===== src/rtl/cellrv32_cpu_rf_wb_sequencer_pkg.sv =====
// Shared CPU definitions for the register-file write-back path:
// the buffered write-back entry, source indices and address masking.
package cellrv32_cpu_rf_wb_sequencer_pkg;

  localparam int cpu_xlen_c = 32;

  localparam int wb_src_num_c = 3;
  localparam int wb_src_alu_c = 0;
  localparam int wb_src_mem_c = 1;
  localparam int wb_src_cp_c  = 2;

  typedef struct packed {
    logic [4:0]            rd;
    logic [cpu_xlen_c-1:0] data;
  } wb_entry_t;

  // RV32E has only x0..x15, so bit 4 of every register address is forced low
  function automatic logic [4:0] reg_addr_mask(input logic [4:0] addr, input logic rv32e);
    return rv32e ? {1'b0, addr[3:0]} : addr;
  endfunction

endpackage


===== src/rtl/cellrv32_cpu_wb_fifo.sv =====
// Synchronous write-back FIFO: power-of-two depth, wrapping pointers,
// separately tracked occupancy and a synchronous clear that beats push/pop.
module cellrv32_cpu_wb_fifo
  import cellrv32_cpu_rf_wb_sequencer_pkg::*;
#(
  parameter int  DEPTH   = 4,
  parameter type entry_t = wb_entry_t
) (
  input  logic                   clk_i,
  input  logic                   clr_i,
  input  logic                   push_i,
  input  entry_t                 wdata_i,
  input  logic                   pop_i,
  output entry_t                 rdata_o,
  output logic [$clog2(DEPTH):0] level_o,
  output logic                   full_o,
  output logic                   empty_o
);

  localparam int AW = $clog2(DEPTH);
  localparam int LW = AW + 1;

  entry_t        mem_r [DEPTH];
  logic [AW-1:0] wptr_r;
  logic [AW-1:0] rptr_r;
  logic [LW-1:0] level_r;
  logic          do_push_s;
  logic          do_pop_s;

  assign full_o    = (level_r == LW'(DEPTH));
  assign empty_o   = (level_r == LW'(0));
  assign do_push_s = push_i & ~full_o & ~clr_i;
  assign do_pop_s  = pop_i & ~empty_o & ~clr_i;
  assign rdata_o   = mem_r[rptr_r];
  assign level_o   = level_r;

  // entry storage, written at the tail
  always_ff @(posedge clk_i) begin
    if (do_push_s) begin
      mem_r[wptr_r] <= wdata_i;
    end
  end

  // pointers and occupancy
  always_ff @(posedge clk_i) begin
    if (clr_i) begin
      wptr_r  <= AW'(0);
      rptr_r  <= AW'(0);
      level_r <= LW'(0);
    end else begin
      if (do_push_s) begin
        wptr_r <= wptr_r + AW'(1);
      end
      if (do_pop_s) begin
        rptr_r <= rptr_r + AW'(1);
      end
      case ({do_push_s, do_pop_s})
        2'b10:   level_r <= level_r + LW'(1);
        2'b01:   level_r <= level_r - LW'(1);
        default: level_r <= level_r;
      endcase
    end
  end

endmodule


===== src/rtl/cellrv32_cpu_rf_wb_sequencer.sv =====
// Write-back sequencer: arbitrates producer results into a FIFO, drains one
// write per cycle into the register file and tracks pending destinations.
module cellrv32_cpu_rf_wb_sequencer
  import cellrv32_cpu_rf_wb_sequencer_pkg::*;
#(
  parameter int XLEN                  = 32,
  parameter int FIFO_DEPTH            = 4,
  parameter int CPU_EXTENSION_RISCV_E = 0
) (
  input  logic                                 clk_i,
  input  logic                                 rst_i,
  input  logic                                 flush_i,
  input  logic [wb_src_num_c-1:0]              req_valid_i,
  input  logic [wb_src_num_c-1:0][4:0]         req_rd_i,
  input  logic [wb_src_num_c-1:0][XLEN-1:0]    req_data_i,
  output logic [wb_src_num_c-1:0]              req_ready_o,
  input  logic                                 wb_stall_i,
  output logic                                 wb_en_o,
  output logic [4:0]                           wb_rd_o,
  output logic [XLEN-1:0]                      wb_data_o,
  input  logic                                 claim_i,
  input  logic [4:0]                           claim_rd_i,
  input  logic [4:0]                           rs1_i,
  input  logic [4:0]                           rs2_i,
  input  logic                                 rs1_en_i,
  input  logic                                 rs2_en_i,
  output logic                                 hazard_o,
  output logic [$clog2(FIFO_DEPTH):0]          level_o
);

  localparam logic RV32E = (CPU_EXTENSION_RISCV_E != 0);

  typedef struct packed {
    logic [4:0]      rd;
    logic [XLEN-1:0] data;
  } entry_t;

  logic                    clr_s;
  logic [wb_src_num_c-1:0] grant_s;
  logic [4:0]              sel_rd_s;
  logic [XLEN-1:0]         sel_data_s;
  logic [4:0]              sel_rd_m_s;
  logic                    push_s;
  logic                    pop_s;
  logic                    full_s;
  logic                    empty_s;
  entry_t                  push_entry_s;
  entry_t                  head_s;
  logic                    wb_en_r;
  logic [4:0]              wb_rd_r;
  logic [XLEN-1:0]         wb_data_r;
  logic [31:0]             pending_r;
  logic [31:0]             pending_nxt_s;
  logic [4:0]              claim_rd_m_s;
  logic [4:0]              rs1_m_s;
  logic [4:0]              rs2_m_s;

  assign clr_s = rst_i | flush_i;

  // fixed-priority arbiter: lowest-indexed valid producer wins
  always_comb begin
    grant_s    = '0;
    sel_rd_s   = 5'd0;
    sel_data_s = '0;
    if (req_valid_i[wb_src_alu_c]) begin
      grant_s[wb_src_alu_c] = 1'b1;
      sel_rd_s              = req_rd_i[wb_src_alu_c];
      sel_data_s            = req_data_i[wb_src_alu_c];
    end else if (req_valid_i[wb_src_mem_c]) begin
      grant_s[wb_src_mem_c] = 1'b1;
      sel_rd_s              = req_rd_i[wb_src_mem_c];
      sel_data_s            = req_data_i[wb_src_mem_c];
    end else if (req_valid_i[wb_src_cp_c]) begin
      grant_s[wb_src_cp_c] = 1'b1;
      sel_rd_s             = req_rd_i[wb_src_cp_c];
      sel_data_s           = req_data_i[wb_src_cp_c];
    end else begin
      grant_s = '0;
    end
  end

  // a pop in the same cycle never frees a slot for a push
  assign req_ready_o = full_s ? '0 : grant_s;

  assign sel_rd_m_s        = reg_addr_mask(sel_rd_s, RV32E);
  assign push_entry_s.rd   = sel_rd_m_s;
  assign push_entry_s.data = sel_data_s;

  // x0 writes are acknowledged but never buffered
  assign push_s = (|(req_valid_i & req_ready_o)) & (sel_rd_m_s != 5'd0) & ~clr_s;
  assign pop_s  = ~empty_s & ~wb_stall_i & ~clr_s;

  cellrv32_cpu_wb_fifo #(
    .DEPTH   (FIFO_DEPTH),
    .entry_t (entry_t)
  ) u_wb_fifo (
    .clk_i   (clk_i),
    .clr_i   (clr_s),
    .push_i  (push_s),
    .wdata_i (push_entry_s),
    .pop_i   (pop_s),
    .rdata_o (head_s),
    .level_o (level_o),
    .full_o  (full_s),
    .empty_o (empty_s)
  );

  // register-file write port; address/data hold while idle
  always_ff @(posedge clk_i) begin
    if (clr_s) begin
      wb_en_r   <= 1'b0;
      wb_rd_r   <= 5'd0;
      wb_data_r <= '0;
    end else if (pop_s) begin
      wb_en_r   <= 1'b1;
      wb_rd_r   <= head_s.rd;
      wb_data_r <= head_s.data;
    end else begin
      wb_en_r   <= 1'b0;
    end
  end

  assign wb_en_o   = wb_en_r;
  assign wb_rd_o   = wb_rd_r;
  assign wb_data_o = wb_data_r;

  assign claim_rd_m_s = reg_addr_mask(claim_rd_i, RV32E);
  assign rs1_m_s      = reg_addr_mask(rs1_i, RV32E);
  assign rs2_m_s      = reg_addr_mask(rs2_i, RV32E);

  // pending scoreboard: clear on retirement first so a same-index claim wins
  always_comb begin
    pending_nxt_s                = pending_r;
    pending_nxt_s[wb_rd_r]       = pending_r[wb_rd_r] & ~wb_en_r;
    pending_nxt_s[claim_rd_m_s]  = pending_nxt_s[claim_rd_m_s] |
                                   (claim_i & (claim_rd_m_s != 5'd0));
    pending_nxt_s[0]             = 1'b0;
  end

  // scoreboard state
  always_ff @(posedge clk_i) begin
    if (clr_s) begin
      pending_r <= 32'd0;
    end else begin
      pending_r <= pending_nxt_s;
    end
  end

  assign hazard_o = (rs1_en_i & pending_r[rs1_m_s]) | (rs2_en_i & pending_r[rs2_m_s]);

endmodule

===== config.mk =====
export PLATFORM = sky130hd
export DESIGN_NAME = cellrv32_cpu_rf_wb_sequencer
export DESIGN_NICKNAME = d
export VERILOG_FILES = /design/src/rtl/cellrv32_cpu_rf_wb_sequencer_pkg.sv /design/src/rtl/cellrv32_cpu_wb_fifo.sv /design/src/rtl/cellrv32_cpu_rf_wb_sequencer.sv
export SDC_FILE = /design/constraint.sdc
export NUM_CORES = 1
export LEC_CHECK = 0
export ABC_CLOCK_PERIOD_IN_PS = 5100
export BUFFER_PORTS_ARGS = -buffer_cell sky130_fd_sc_hd__buf_2
export CORE_ASPECT_RATIO = 0.5
export CORE_MARGIN = 3
export CORE_UTILIZATION = 35
export CTS_BUF_LIST = sky130_fd_sc_hd__clkbuf_2
export CTS_CLUSTER_DIAMETER = 200
export DETAILED_ROUTE_END_ITERATION = 16
export PLACE_DENSITY_LB_ADDON = 0.3
export SLEW_MARGIN = 25
export SYNTH_ARGS = -nofsm -noshare
export SYNTH_HDL_FRONTEND = slang
export SYNTH_SLANG_ARGS = --single-unit

===== constraint.sdc =====
create_clock -name clk_i -period 5.1 [get_ports clk_i]
set_input_delay 1.02 -clock clk_i [delete_from_list [all_inputs] [get_ports clk_i]]
set_output_delay 1.02 -clock clk_i [all_outputs]
set_load 0.01 [all_outputs]

==> impl_metrics.py, run 1 <==
metrics = {
    "status": {
        "status": "completed",
    },
    "logic_synthesis": {
        "synth-edff-count": 148,
        "ys_top_cells_by_count": "nand2_1 (153), edfxtp_1 (148), dfxtp_1 (76)",
        "proportion_of_synthesized_chip_area_in_sequential_cells_pct": 54.0,
        "synth_seq_cells": 224,
        "synth_largest_type_area_fraction_pct": 40.2,
        "synth_top_flop_cell": "edfxtp_1",
        "top_cell_type_by_total_area_after_synthesis": "edfxtp_1",
        "synthMostInstantiatedCell": "nand2_1",
        "postSynthNetCount": 1072,
        "synthesis.area_sq_um": 11100,
        "synthesis.area_per_instance_sq_um": 11.9,
        "synth_cell_types": 73,
        "yosysWarnings": 0,
        "postSynth.asyncResetShare_pct": 0,
        "synth_cells": 930,
        "synthTopCellsByArea": "edfxtp_1 (40%), dfxtp_1 (14%), mux4_2 (12%), nand2_1 (5.2%), o21ai_0 (3.1%)",
    },
    "sta": {
        "skew_ns": 0.0346,
        "hold_violations": 0,
        "timing.final.setup_violations": 0,
        "max_slew.worst_pin.slew_ns": 1.02,
        "timing.fmax_ghz": 0.254,
        "timing.setup.tns_ns": 0,
        "min_period_ns": 3.94,
        "slew_violations": 0,
        "finalCritPeriodShare_pct": 77.3,
        "grt_setup_unrepaired": "no",
        "relSlewSlack_pct": 32.2,
    },
    "cells_and_area": {
        "multi_input_area_sq_um": 4720,
        "finish.net_count": 1251,
        "num-fill-cells": 2923,
        "register_area_sq_um": 5970,
        "final_design_area_no_fill_sq_um": 12800,
        "flow.area_growth_from_synthesis_pct": 15.8,
        "post_route_cells_drive_above_1_share_pct": 34.7,
        "final_core_util_pct": 41.7,
    },
    "grt": {
        "grt_antenna_before_repair": 5,
        "globalRouteOverflowTotal": 0,
        "grt.total_usage_pct": 18.2,
        "grt_start_max_net_pins": 68,
        "first_pass_grt_wire_length_um": 48600,
        "via_count_of_the_first_global_routing_pass": 8475,
    },
    "clock_tree": {
        "clk_path_buf_depth": 3,
        "cts_inserted_buffers": 51,
        "ctsHtreeMaxLevel": 2,
        "worst_skew_pair.late_latency_ns": 0.85,
        "clk_transition_reported_paths_ns": 0.09,
        "tritoncts": "done",
        "post_cts_hold_buffer_count": 0,
        "cts_num_sinks": 224,
        "cts-root-buf": "clkbuf_2",
        "post_cts_resize_count": 0,
        "post-cts-setup-buffer-count": 0,
    },
    "routing": {
        "vias": 8371,
        "drc": 0,
        "routed_wirelength_um": 31300,
        "drt_iter0_drcs": 739,
        "avgViaCountPerCell": 5.32,
        "antenna_left": 0,
        "detailedRoute.firstPassIterationCount": 5,
        "wire_per_inst_um": 19.9,
    },
    "place": {
        "io_buffers": 180,
        "gp_congestion": 0.932,
        "place_area_sq_um": 12300,
        "dp_hpwl_um": 21400,
    },
    "critical_path": {
        "timing.critical_path.arrival_ns": 2.92,
        "critical_path.endpoint_type": "output port",
        "crit_path_start_kind": "primary input",
        "critPathMaxFanout": 9,
        "timing_worst_setup_path_type": "primary input to output port",
        "worstPathRequired_ns": 4.08,
    },
    "die": {
        "die_area_sq_um": 33900,
        "standard_cell_row_count": 45,
        "die-width_um": 257,
        "core_region_area_sq_um": 30700,
        "die-height_um": 132,
        "top_level_ports": 181,
        "start_util_pct": 36.0,
    },
    "hold_path": {
        "holdCritPathClass": "flip-flop to flip-flop",
    },
    "power_and_ir_drop": {
        "power_density_nw_per_um2": 269,
        "leakagePower_nw": 4.43,
        "max_ir_drop_vdd_uv": 133,
        "total_power_w": 0.00344,
    },
    "run": {
        "cap_viol_max_count": 0,
    },
}
## state kept, by name, summed over array words and instances, names as in the netlist
signal	count
wb_data_o	32
wb_en_o	1
wb_rd_o	5
pending_r	31
u_wb_fifo.wptr_r	2
u_wb_fifo.mem_r	148
u_wb_fifo.rptr_r	2
u_wb_fifo.level_o	3
## logic make-up after synthesis
family / Yosys count / share of synthesized area, %
and+or+nand+nor: 293 / 12.6
AOI/OAI and AO/OA: 234 / 13.9
DFF: 224 / 54.0
muxes: 86 / 14.8
buffers and inverters: 80 / 3.34
xor gates and xnor gates: 7 / 0.555
adders and majority gates: 6 / 0.747
## placed cells by master (no fill, tap or decap), types with 4 or more instances in the layout
master | netlist | routed
a21oi_1 | 48 | 48
a21oi_2 | 19 | 19
a221oi_1 | 5 | 5
a22oi_1 | 41 | 41
a31oi_1 | 5 | 5
and2_1 | 5 | 5
and3_1 | 4 | 4
buf_2 | 12 | 180
buf_4 | 1 | 16
clkbuf_2 | 0 | 81
clkinv_1 | 0 | 8
dfxtp_1 | 76 | 75
edfxtp_1 | 148 | 148
ha_1 | 5 | 5
inv_1 | 8 | 8
mux2_2 | 17 | 17
mux2i_1 | 9 | 9
mux4_2 | 59 | 59
nand2_1 | 153 | 153
nand2b_1 | 5 | 5
nand3_1 | 14 | 14
nand3b_1 | 7 | 7
nor2_1 | 55 | 53
nor2b_1 | 6 | 5
nor3_1 | 5 | 5
nor3b_1 | 6 | 6
nor4_1 | 5 | 5
o2111ai_1 | 7 | 7
o21ai_0 | 69 | 69
o22ai_1 | 6 | 6
o32ai_1 | 4 | 4
xor2_1 | 5 | 5
## final cells by class
type	instances	area share, %
Clock buffer	81	3.17
Timing Repair Buffer	198	8.29
Tap cell	423	4.14
Inverter	8	0.235
Clock inverter	11	0.577
Sequential cell	224	46.6
Multi-Input combinational cell	626	36.9
Antenna cell	2	0.0391
## critical path, stage by stage
cell and delay, ns:
buf_2 0.24, mux4_2 0.55, mux4_2 0.48, mux2_2 0.28
a22o_1 0.22, buf_2 0.13
## worst paths after layout
| kind | from | end | slack, ns | depth (start not counted) |
|---|---|---|---|---|
| worst max-delay path | rs2_i[0] | hazard_o | 1.16 | 6 |
| worst min-delay path | wb_data_o[22] | wb_data_o[22] | 0.46 | 2 |
| worst max register to register | wb_rd_o[0] | pending_r[7] | 1.34 | 9 |
| worst min register to register | wb_data_o[22] | wb_data_o[22] | 0.46 | 2 |
## metrics by stage
stage                     cells  setup slack (ns)  hold WS, ns
after floorplan             930              1.13        0.481
after global placement     1478              1.06        0.444
after detailed placement   1479             0.885        0.448
after CTS                  1571              1.13        0.463
after global routing       1573              1.09        0.481
final                      1573              1.16        0.459
## metal layers
layer  track usage, %  part of all wire, %
met1             22.7                   41
met2             31.0                   50
met3             4.53                  6.0
met4             6.56                  2.6
met5                0                0.067
## where the power goes
| part | switching [W] | total, W | internal, W |
|---|---|---|---|
| Clock | 0.000704 | 0.00117 | 0.000469 |
| Sequential | 0.0000119 | 0.00198 | 0.00197 |
| Combinational | 0.000172 | 0.000281 | 0.000109 |
| Total | 0.000888 | 0.00344 | 0.00255 |
No activity file was read; power rests on OpenSTA's default activity.
==> run 2: changes to the inputs <==
ABC_CLOCK_PERIOD_IN_PS = 4000   (was 5100)
clock period = 4 ns   (was 5.1 ns; I/O delays follow)
==> impl_metrics.py, run 2 (synthesis results as in run 1) <==
metrics = {
    "grt": {
        "first_pass_grt_wire_length_um": 50400,
        "grt.total_usage_pct": 19.0,
        "via_count_of_the_first_global_routing_pass": 8617,
        "grt_antenna_before_repair": 2,
        "grt_start_max_net_pins": 69,
        "globalRouteOverflowTotal": 0,
    },
    "clock_tree": {
        "ctsHtreeMaxLevel": 2,
        "cts_inserted_buffers": 51,
        "tritoncts": "done",
        "cts-root-buf": "clkbuf_2",
        "worst_skew_pair.late_latency_ns": 0.83,
        "post-cts-setup-buffer-count": 0,
        "post_cts_hold_buffer_count": 0,
        "clk_path_buf_depth": 3,
        "clk_transition_reported_paths_ns": 0.13,
        "cts_num_sinks": 224,
        "post_cts_resize_count": 0,
    },
    "cells_and_area": {
        "final_cell_count_no_fill": 1590,
        "commonest_non_fill_non_tap_cell_in_the_layout": "buf_2",
        "register_containing_the_most_flip_flops_in_the_final_layout": "u_wb_fifo.mem_r",
        "max_ffs_per_register": 148,
        "final_design_area_no_fill_sq_um": 12900,
        "finish.net_count": 1266,
        "final_cell_mix": "buf_2 (180), nand2_1 (153), edfxtp_1 (148), clkbuf_2 (75), dfxtp_1 (75)",
        "post_route_cells_drive_above_1_share_pct": 34.9,
        "flow.area_growth_from_synthesis_pct": 16.6,
        "num-fill-cells": 2947,
    },
    "place": {
        "gp_congestion": 0.924,
        "dp_hpwl_um": 22500,
        "dp_cells": 1494,
        "place_area_sq_um": 12400,
        "io_buffers": 180,
    },
    "routing": {
        "routed_wirelength_um": 32800,
        "wire_per_inst_um": 20.6,
        "drc": 0,
        "drt_iter0_drcs": 643,
        "antenna_left": 0,
        "detailedRoute.firstPassIterationCount": 7,
        "vias": 8602,
        "avgViaCountPerCell": 5.41,
    },
    "power_and_ir_drop": {
        "power_density_nw_per_um2": 336,
        "leakagePower_nw": 4.48,
        "p_sw_w": 0.00116,
        "total_power_w": 0.00433,
        "sequentialPowerShare_pct": 58.4,
        "power.share.switching_pct": 26.8,
        "combinationalPowerShare_pct": 8.6,
        "max_ir_drop_vdd_uv": 161,
        "clock_power_share_pct": 32.9,
        "internal_power_w": 0.00317,
    },
    "sta": {
        "hold_violations": 0,
        "timing.final.setup_violations": 0,
        "max_slew.worst_pin.slew_ns": 0.874,
        "min_period_ns": 3.61,
        "relSlewSlack_pct": 41.6,
        "finalCritPeriodShare_pct": 90.2,
        "timing.fmax_ghz": 0.277,
        "grt_setup_unrepaired": "no",
        "skew_ns": 0.0654,
        "holdWs_ns": 0.350,
        "slew_violations": 0,
        "timing.setup.tns_ns": 0,
    },
    "critical_path": {
        "worstPathRequired_ns": 3.20,
        "timing_worst_setup_path_type": "flip-flop to output port",
        "setup.reg_to_reg.worst_slack_ns": 0.62,
        "crit_path_start_kind": "flip-flop",
        "critPathMaxFanout": 5,
        "critical_path.endpoint_type": "output port",
        "timing.critical_path.arrival_ns": 2.81,
    },
    "hold_path": {
        "holdCritPathClass": "primary input to flip-flop",
    },
    "die": {
        "top_level_ports": 181,
        "start_util_pct": 36.0,
        "core_region_area_sq_um": 30700,
        "die-width_um": 257,
        "die-height_um": 132,
        "standard_cell_row_count": 45,
        "die_area_sq_um": 33900,
    },
    "status": {
        "status": "completed",
    },
    "run": {
        "cap_viol_max_count": 0,
    },
}
## run 2: layer usage
metal | share of wire, % | vias to the layer above | global-route usage (%)
met3 | 5.3 | 52 | 3.49
met1 | 42 | 4325 | 24.3
met5 | 0 | - | 0
met4 | 2.1 | 0 | 5.72
li1 | - | 3954 | -
met2 | 51 | 271 | 33.0
## run 2: power by group through the flow
| stage | Combinational, W | Sequential [W] | Clock (W) |
|---|---|---|---|
| 5_1_grt | 0.000411 | 0.00253 | 0.00162 |
| 6_report | 0.000374 | 0.00253 | 0.00143 |
| 2_1_floorplan | 0.000215 | 0.00258 | 0 |
| 3_3_place_gp | 0.000367 | 0.00258 | 0 |
| 3_5_place_dp | 0.000375 | 0.00258 | 0 |
| 4_1_cts | 0.000376 | 0.00253 | 0.00150 |
## run 2: stage by stage
stage | setup WS, ns | utilization, %
2_1_floorplan | 0.423 | -
3_3_place_gp | 0.387 | 40.5
3_5_place_dp | 0.169 | 40.5
4_1_cts | 0.279 | 42.0
5_1_grt | 0.239 | 42.0
6_report | 0.392 | 42.0
## run 2: worst paths after layout
kind | startpoint | end | depth (start not counted)
worst max-delay path | pending_r[4] | hazard_o | 5
worst min-delay path | wb_stall_i | wb_data_o[0] | 4
worst max register to register | wb_rd_o[0] | pending_r[15] | 10
worst min register to register | wb_data_o[26] | wb_data_o[26] | 2
## run 2: worst max-delay path: stages (launching register included)
cell     delay [ns]
dfxtp_1        0.42
mux4_2         0.48
mux4_2         0.45
mux2_2         0.27
a22o_1         0.22
buf_2          0.13
## run 2: layout make-up
class / instances / area, sq um / area share, %
Clock inverter: 19 / 81.3 / 0.631
Sequential cell: 224 / 5970 / 46.3
Clock buffer: 75 / 375 / 2.91
Multi-Input combinational cell: 626 / 4730 / 36.7
Inverter: 8 / 30.0 / 0.233
Timing Repair Buffer: 213 / 1170 / 9.11
Tap cell: 423 / 529 / 4.11
Antenna cell: 2 / 5.00 / 0.0388
